`config.mk`:
```
export PLATFORM = sky130hd
export DESIGN_NAME = irq_ctrl
export DESIGN_NICKNAME = d
export VERILOG_FILES = /design/src/rtl/irq_ctrl.sv
export SDC_FILE = /design/constraint.sdc
export NUM_CORES = 1
export LEC_CHECK = 0
export BUFFER_PORTS_ARGS = -buffer_cell sky130_fd_sc_hd__buf_2
export CAP_MARGIN = 10
export CORE_MARGIN = 2
export CORE_UTILIZATION = 44
export CTS_BUF_LIST = sky130_fd_sc_hd__clkbuf_8
export DETAILED_ROUTE_END_ITERATION = 10
export PLACE_DENSITY = 0.92
export SLEW_MARGIN = 20
export SYNTH_ARGS = -nofsm -noshare
export SYNTH_HDL_FRONTEND = slang
export SYNTH_SLANG_ARGS = --single-unit
```
`constraint.sdc`:
```
create_clock -name clk -period 1.7 [get_ports clk]
set_input_delay 0.17 -clock clk [delete_from_list [all_inputs] [get_ports clk]]
set_output_delay 0.17 -clock clk [all_outputs]
set_load 0.02 [all_outputs]
```
`src/rtl/irq_ctrl.sv`:
```
// Memory-mapped interrupt controller: latches level/edge sources into a pending
// register, applies a software mask and drives registered HWInt lines to CP0.
module irq_ctrl #(
  parameter logic [31:0] BASE_ADDR = 32'h00007f30,
  parameter int          NSRC      = 6
) (
  input  logic            clk,
  input  logic            reset,
  input  logic [31:0]     Pr_Addr,
  input  logic [31:0]     Pr_WriteData,
  input  logic [3:0]      Pr_Byteen,
  output logic [31:0]     Pr_ReadData,
  input  logic [NSRC-1:0] Src,
  output logic [5:0]      HWInt
);

  logic [NSRC-1:0] pend_reg, pend_next;
  logic [NSRC-1:0] mask_reg;
  logic [NSRC-1:0] mode_reg;
  logic [NSRC-1:0] src_d_reg;
  logic [5:0]      hwint_reg, hwint_next;
  logic [NSRC-1:0] clr_vec;
  logic [NSRC-1:0] masked;

  logic        hit;
  logic        wr_en;
  logic [31:0] addr_word;
  logic        sel_pend, sel_mask, sel_mode, sel_clr, sel_vec;

  // Upper write-data bits are architecturally discarded.
  logic unused_wdata;
  assign unused_wdata = &{1'b0, Pr_WriteData[31:NSRC]};

  assign hit       = (Pr_Addr >= BASE_ADDR) && (Pr_Addr <= BASE_ADDR + 32'h13);
  assign wr_en     = hit && (|Pr_Byteen);
  assign addr_word = {Pr_Addr[31:2], 2'b00};

  assign sel_pend = hit && (addr_word == BASE_ADDR);
  assign sel_mask = hit && (addr_word == BASE_ADDR + 32'h04);
  assign sel_mode = hit && (addr_word == BASE_ADDR + 32'h08);
  assign sel_clr  = hit && (addr_word == BASE_ADDR + 32'h0C);
  assign sel_vec  = hit && (addr_word == BASE_ADDR + 32'h10);

  assign clr_vec = (wr_en && sel_clr) ? Pr_WriteData[NSRC-1:0] : '0;
  assign masked  = pend_reg & mask_reg;

  // Edge-mode set has priority over a same-cycle clear.
  genvar gi;
  generate
    for (gi = 0; gi < NSRC; gi++) begin : g_pend
      assign pend_next[gi] = mode_reg[gi]
                           ? ((pend_reg[gi] & ~clr_vec[gi]) | (Src[gi] & ~src_d_reg[gi]))
                           : Src[gi];
    end
    for (gi = 0; gi < 6; gi++) begin : g_hwint
      if (gi < NSRC) begin : g_used
        assign hwint_next[gi] = masked[gi];
      end else begin : g_unused
        assign hwint_next[gi] = 1'b0;
      end
    end
  endgenerate

  always_ff @(posedge clk or negedge reset) begin
    if (!reset) begin
      pend_reg  <= '0;
      mask_reg  <= '0;
      mode_reg  <= '0;
      src_d_reg <= '0;
      hwint_reg <= '0;
    end else begin
      pend_reg  <= pend_next;
      src_d_reg <= Src;
      hwint_reg <= hwint_next;
      if (wr_en && sel_mask) mask_reg <= Pr_WriteData[NSRC-1:0];
      if (wr_en && sel_mode) mode_reg <= Pr_WriteData[NSRC-1:0];
    end
  end

  assign HWInt = hwint_reg;

  logic [31:0] pend_ext, mask_ext, mode_ext;
  logic [2:0]  vec_idx;
  logic        vec_any;

  always_comb begin
    pend_ext = '0;
    mask_ext = '0;
    mode_ext = '0;
    vec_idx  = '0;
    vec_any  = |masked;
    for (int i = 0; i < NSRC; i++) begin
      pend_ext[i] = pend_reg[i];
      mask_ext[i] = mask_reg[i];
      mode_ext[i] = mode_reg[i];
    end
    // Scan downward so the lowest-numbered active source wins.
    for (int i = NSRC - 1; i >= 0; i--) begin
      if (masked[i]) vec_idx = 3'(i);
    end
  end

  always_comb begin
    Pr_ReadData = '0;
    if (sel_pend)     Pr_ReadData = pend_ext;
    else if (sel_mask) Pr_ReadData = mask_ext;
    else if (sel_mode) Pr_ReadData = mode_ext;
    else if (sel_vec)  Pr_ReadData = {vec_any, 28'd0, vec_idx};
  end

endmodule
```
# Yosys cells after proc, flatten, opt, wreduce, memory -nomap -nowiden
# Cells that the tools add are included.
dict set report classes {
  n_addsub 0
  n_mul 0
  div_mod_pow 0
  n_lt_le_gt_ge 2
  eq_ne 5
  n_shift 0
  muxes 17
  n_bitwise 31
  n_reduce_logical 12
}
# op n
set op_table {}
lappend op_table {{equality test 30 x 13 -> 1 bit (second input constant)} 5}
lappend op_table {{2-to-1 mux 32 bit} 4}
lappend op_table {{>= comparator 32 x 15 -> 1 bit (second input constant)} 1}
lappend op_table {{less-or-equal comparator 32 x 15 -> 1 bit (second input constant)} 1}
lappend op_table {{2-to-1 mux 3 bit} 6}
lappend op_table {{AND 1 bit} 12}
lappend op_table {{NOT 1 bit} 12}
lappend op_table {{logical AND 1 bit} 10}
lappend op_table {{AND 6 bit} 1}
lappend op_table {{2-to-1 mux 1 bit} 6}
lappend op_table {{2-to-1 mux 6 bit} 1}
lappend op_table {{OR 1 bit} 6}
lappend op_table {{OR reduction 6 bit} 1}
lappend op_table {{OR reduction 4 bit} 1}
dict set report word_totals {
  reg_bits 30
  latchBits 0
  mem_bits_rw 0
  rom_bits 0
  out_inout_bits 38
  wordCells 72
  mem_count 0
}

# Depth between registers and ports, before layout
dict set report depth {
  word_depth 11
  depth_mapped 6
  ltp_nobuf 5
}

# Worst setup path before layout
# Ideal clock, no wire load.
dict set report synth_path {
  kind {register to output}
  from {register pend_reg[3]}
  to {output Pr_ReadData[2]}
  arrival_time_ns 1.516
  slack_ns 0.014
  stages_incl_launch_ff 5
  path_buffers 0
  cell_sequence {dfrtp_1 > a22o_1 > nor3_1 > a32oi_1 > a221oi_1}
}
dict set report synth_via {
  elab_chain_cells 9
}
# element line
set synth_rtl {}
lappend synth_rtl {{from (decl)} 17} ;# logic [NSRC-1:0] pend_reg, pend_next;
lappend synth_rtl {{from (signal assigned)} 72} ;# pend_reg <= pend_next;
lappend synth_rtl {{AND 6 bit} 45} ;# assign masked = pend_reg & mask_reg;
lappend synth_rtl {{2-to-1 mux 3 bit (4 in series)} 99} ;# if (masked[i]) vec_idx = 3'(i);
lappend synth_rtl {{2-to-1 mux 32 bit} 108} ;# else if (sel_vec) Pr_ReadData = {vec_any, 28'd0, vec_idx};
lappend synth_rtl {{2-to-1 mux 32 bit} 107} ;# else if (sel_mode) Pr_ReadData = mode_ext;
lappend synth_rtl {{2-to-1 mux 32 bit} 106} ;# else if (sel_mask) Pr_ReadData = mask_ext;
lappend synth_rtl {{2-to-1 mux 32 bit} 105} ;# if (sel_pend) Pr_ReadData = pend_ext;
lappend synth_rtl {{to (decl)} 12} ;# output logic [31:0] Pr_ReadData,
# No other way between the ends.

# Worst setup path after layout
dict set report layout_path {
  from {register mask_reg[3]}
  to {output Pr_ReadData[2]}
}
dict set report layout_via {
  elab_chain_cells 9
}
# element line
set layout_rtl {}
lappend layout_rtl {{from (decl)} 18} ;# logic [NSRC-1:0] mask_reg;
lappend layout_rtl {{from (signal assigned)} 75} ;# if (wr_en && sel_mask) mask_reg <= Pr_WriteData[NSRC-1:0];
lappend layout_rtl {{AND 6 bit} 45}
lappend layout_rtl {{2-to-1 mux 3 bit (4 in series)} 99}
lappend layout_rtl {{2-to-1 mux 32 bit} 108}
lappend layout_rtl {{2-to-1 mux 32 bit} 107}
lappend layout_rtl {{2-to-1 mux 32 bit} 106}
lappend layout_rtl {{2-to-1 mux 32 bit} 105}
# No other way between the ends.

==> results list <==
* Run status: finished, violations left
* Violations in the final reports: setup timing
- Port Buffers: 60
- Of the post-synthesis cell area, the dominant cell type holds around two fifths.
- Total congestion overflow: 0
* Area delta synth->final: 37.8%
- After synthesis, the share of cell area in mux cells is under 10%.
- Once layout is complete, the utilization of the core stands at 63.0%.
- Pin count of the biggest net entering global routing: 31
- CTS saw 30 sinks.
- The number of global-route vias before repair came to between 1500 and 2000.
- Cells traversed along the worst timing path: a22o_1 -> nor3_2 -> a32oi_1 -> a221oi_2 -> buf_4
- TritonCTS built the clock tree.
- In this run the cell area of the synthesized design comes to roughly 1800 µm².
- Across the run, the number of max-cap violations was 0.
- Area after DPL: 2270 µm²
- Clock latency on the worst-skew pair: between 200 and 300 ps
- Fraction of the mapped netlist area in simple logic gates: a little over a quarter
- Maximum fanout along the worst path: 2
* Fill cell total of the finished layout: approximately 320
- Register-to-Register Setup Slack: around 800 ps
- In the final layout, the multi-input gates occupy just under 1000 µm².
* Final count of hold timing violations: 0
* Number of buffers added by the clock tree synthesis step: 5
- Diode count: 0
- By area, the combinational part of the netlist is dominated by simple AND/OR/NAND/NOR gates.
* Number of different library cells in the post-synthesis netlist: 41
* Boundary pin count: about 110
- Cell taking the most area after synthesis: sky130_fd_sc_hd__dfrtp_1
- Hold_sp: Src[1]
- Of the total synthesized cell area, the portion taken by full adders, half adders and majority gates is 0%.
- The most common cell in the synthesized netlist is sky130_fd_sc_hd__dfrtp_1.
* Max H-tree Level: 2
* Max Root-Sink Buffers: 2
- Cells with a size suffix above 1 make up between 40% and 50% of the layout.
* Total Routing Usage GR: a little over a fifth
* DP HPWL: between 3000 and 4000 µm
- After detailed routing, the number of remaining DRC violations is 0.
- Setup Crit Path Kind: flip-flop to output pin
* RSZ-0062 raised after global routing: true
- Proportion of register bits with asynchronous set or reset after synthesis: between 90% and 100%
- In the final routed layout, each cell accounts on average for between 10 and 15 µm.
- Number of enable-type register cells in the synthesized netlist: 0
- Top post-synthesis cells by count: sky130_fd_sc_hd__dfrtp_1 (30), sky130_fd_sc_hd__buf_4 (26), sky130_fd_sc_hd__nand2_1 (17)
* Post-CTS clock slew at the launch and capture registers of the worst setup and hold paths: 60 ps
* Die ar.: about 4700 µm²
- The worst hold path belongs to the class input pin to flip-flop.
* Number of setup violations in the final report: 4
- For this block, the initial DRC count from the detailed router was 96.
- Number of warnings printed during yosys synthesis: 0
- Hold Crit Depth: 1
- After layout, the minimum clock period comes to 1890 ps.
* Die span in y: 68.2 µm
- Cell with the biggest individual delay on the critical path: sky130_fd_sc_hd__dfrtp_1
- The count of pins over their slew limit is 0.
* Gate power share: 13.9%
- In this run the power spent charging and discharging nets is ~0.4 mW.
* FMAX: about 530 MHz
* Worst Clk Skew: 5.77 ps
- The net count of the finished layout is 345.
* Die Width: about 68 µm
- Largest stage delay, worst path: between 300 and 400 ps
* Worst Reg-to-Reg Cells: 2
* Vias per std cell: roughly 5.0
- Once routing completed, OpenROAD measured the worst setup slack at -189 ps.
- Post-DRT Antenna Nets: 0
- After synthesis the netlist holds a flip-flop and latch count of 30.
* Maximum vdd drop: about 0.00028 V
- Sequential cells account for between 40% and 50% of the total power.
- Routability-driven placement finished with a final weighted congestion of between 0.9 and 1.
* Worst slew slack as a fraction of its limit: 57.2%
* Area taken by flip-flops and latches: around 750 µm²
- In the synthesized netlist the dominant register cell turns out to be sky130_fd_sc_hd__dfrtp_1.
- CTS placed an instance of sky130_fd_sc_hd__clkbuf_8 at the clock tree root.
- STA puts the critical path data arrival time at approximately 1700 ps.
- Summing over every cut layer, the via total after detailed routing is 1613.
- The number of antenna violations at the first check in global routing was 0.
* Parity-gate share of the synthesized area counting xor and xnor cells: 0%
- Required time at the endpoint of the critical path: about 1500 ps
- Type of origin of the critical path: flip-flop
- Switching share of total power: between 20% and 30%
- Effective utilization at floorplan: a little under half
- Synthesis produced between 150 and 200 cells.
* Compound-gate portion of the synthesized area: between 10% and 20%
- Portion of the post-synthesis area used by sequential elements: 41.4%
- Post-route cell area: around 2500 µm²
- The startpoint identified for the worst register-to-register timing path is mask_reg[1]$_DFFE_PN0P_.
* Synthesized area per cell: between 10 and 15 µm²
- Worst hold path endpoint: src_d_reg[1]$_DFF_PN0_
* Crit end category: output pin
- Relative contribution of the clock network to total power: around two fifths
- Number of iterations in the first detailed-routing pass: 4
* Wire length of the first global-routing pass: ~7000 µm
- By area the synthesized netlist is led by sky130_fd_sc_hd__dfrtp_1 (41%), sky130_fd_sc_hd__buf_4 (11%), sky130_fd_sc_hd__mux2_4 (5.0%).
* P_int: 1.13 mW
- Site row count: 23
- Reported leakage power: roughly 1.3 nW
* Core region area: 3970 µm²
- Routed WL: 4640 µm
- Critical R2R Capture: mask_reg[1]$_DFFE_PN0P_
- At the pin with the least slew margin, the transition time is around 640 ps.
* Power density normalized to cell area: ~610 nW/µm²
- Dividing the final minimum period by the clock period gives 111%.
-- worst max-delay path, delay by kind of cell, from the launching register on --
kind                   cells  cell delay (ps)
buffers and inverters      1              180
and+or+nand+nor            1              170
AOI/OAI and AO/OA          3              700
DFF                        1              380
-- per-stage QoR --
step	setup slack, ps	hold WS [ps]	TNS (ps)	std cells	power, mW
floorplan	14.0	-126	0	195	0.873
CTS	-157	2.24	-476	318	1.52
global placement	-55.2	218	-149	306	0.937
global route	-277	1.64	-880	320	1.59
finish	-189	8.33	-567	320	1.52
detailed placement	-78.5	238	-235	306	0.943
-- worst max-delay path by stage --
stage | cells past startpoint | slack [ps] | end | from
floorplan | 4 | 10 | Pr_ReadData[2] | pend_reg[3]$_DFF_PN0_
detailed placement | 8 | -80 | Pr_ReadData[2] | Pr_Addr[7]
finish | 5 | -190 | Pr_ReadData[2] | mask_reg[3]$_DFFE_PN0P_
global route | 6 | -280 | Pr_ReadData[2] | mask_reg[0]$_DFFE_PN0P_
CTS | 5 | -160 | Pr_ReadData[2] | mask_reg[3]$_DFFE_PN0P_
global placement | 8 | -60 | Pr_ReadData[2] | Pr_Addr[7]
-- routing by layer --
metal	global-route usage (%)	vias up	part of all wire, %
met1	24.0	749	37
met4	10.8	0	3.1
li1	-	754	-
met2	36.8	96	51
met5	0	-	0
met3	4.61	14	9.1
-- placed cells by master (no fill, tap or decap), drive strengths merged --
cell          n
and2          4
a21boi        1
and3          2
nor2         11
dlygate4sd3   4
mux2i         1
nor3          3
dfrtp        30
nor3b         2
nor4          5
inv          10
a32o          6
o21ai         7
a32oi         1
nand2b        2
nand3         8
a31oi         2
mux2          8
a221oi        6
a21oi         4
nor2b         2
nand2        19
and4          2
nor4b         2
a22o          1
nand4         3
clkbuf        6
and3b         1
conb         25
clkinv        1
buf          91
-- layout make-up --
class / instances / share of cell area [%]
clock buffer: 6 / 3.30
clock inverter: 2 / 0.350
inverter: 9 / 1.35
multi-input combinational: 128 / 39.0
sequential: 30 / 30.1
tap: 50 / 2.50
timing repair buffer: 95 / 23.5
-- power groups by stage --
stage                     sequential (mW)  combinational, mW  clock, mW
after global routing                0.728              0.233      0.630
after global placement              0.740              0.197          0
after floorplan                     0.740              0.133          0
final                               0.727              0.211      0.581
after CTS                           0.727              0.208      0.589
after detailed placement            0.740              0.203          0
-- kinds of logic after synthesis --
kind of cell / after synthesis
buf+inv: 37
mux: 9
simple gates: 66
other cells: 1
compound gates: 28
flops: 30
-- repair_timing --
action                                  in CTS  in global routing
buffers inserted                             1                  2
hold endpoints to repair                    32                  1
pin swaps                                    4                  7
hold buffers                                 3                  1
endpoints found under the setup margin       4                  7
resized for setup                           11                 10
(Power assumes the default switching activity.)
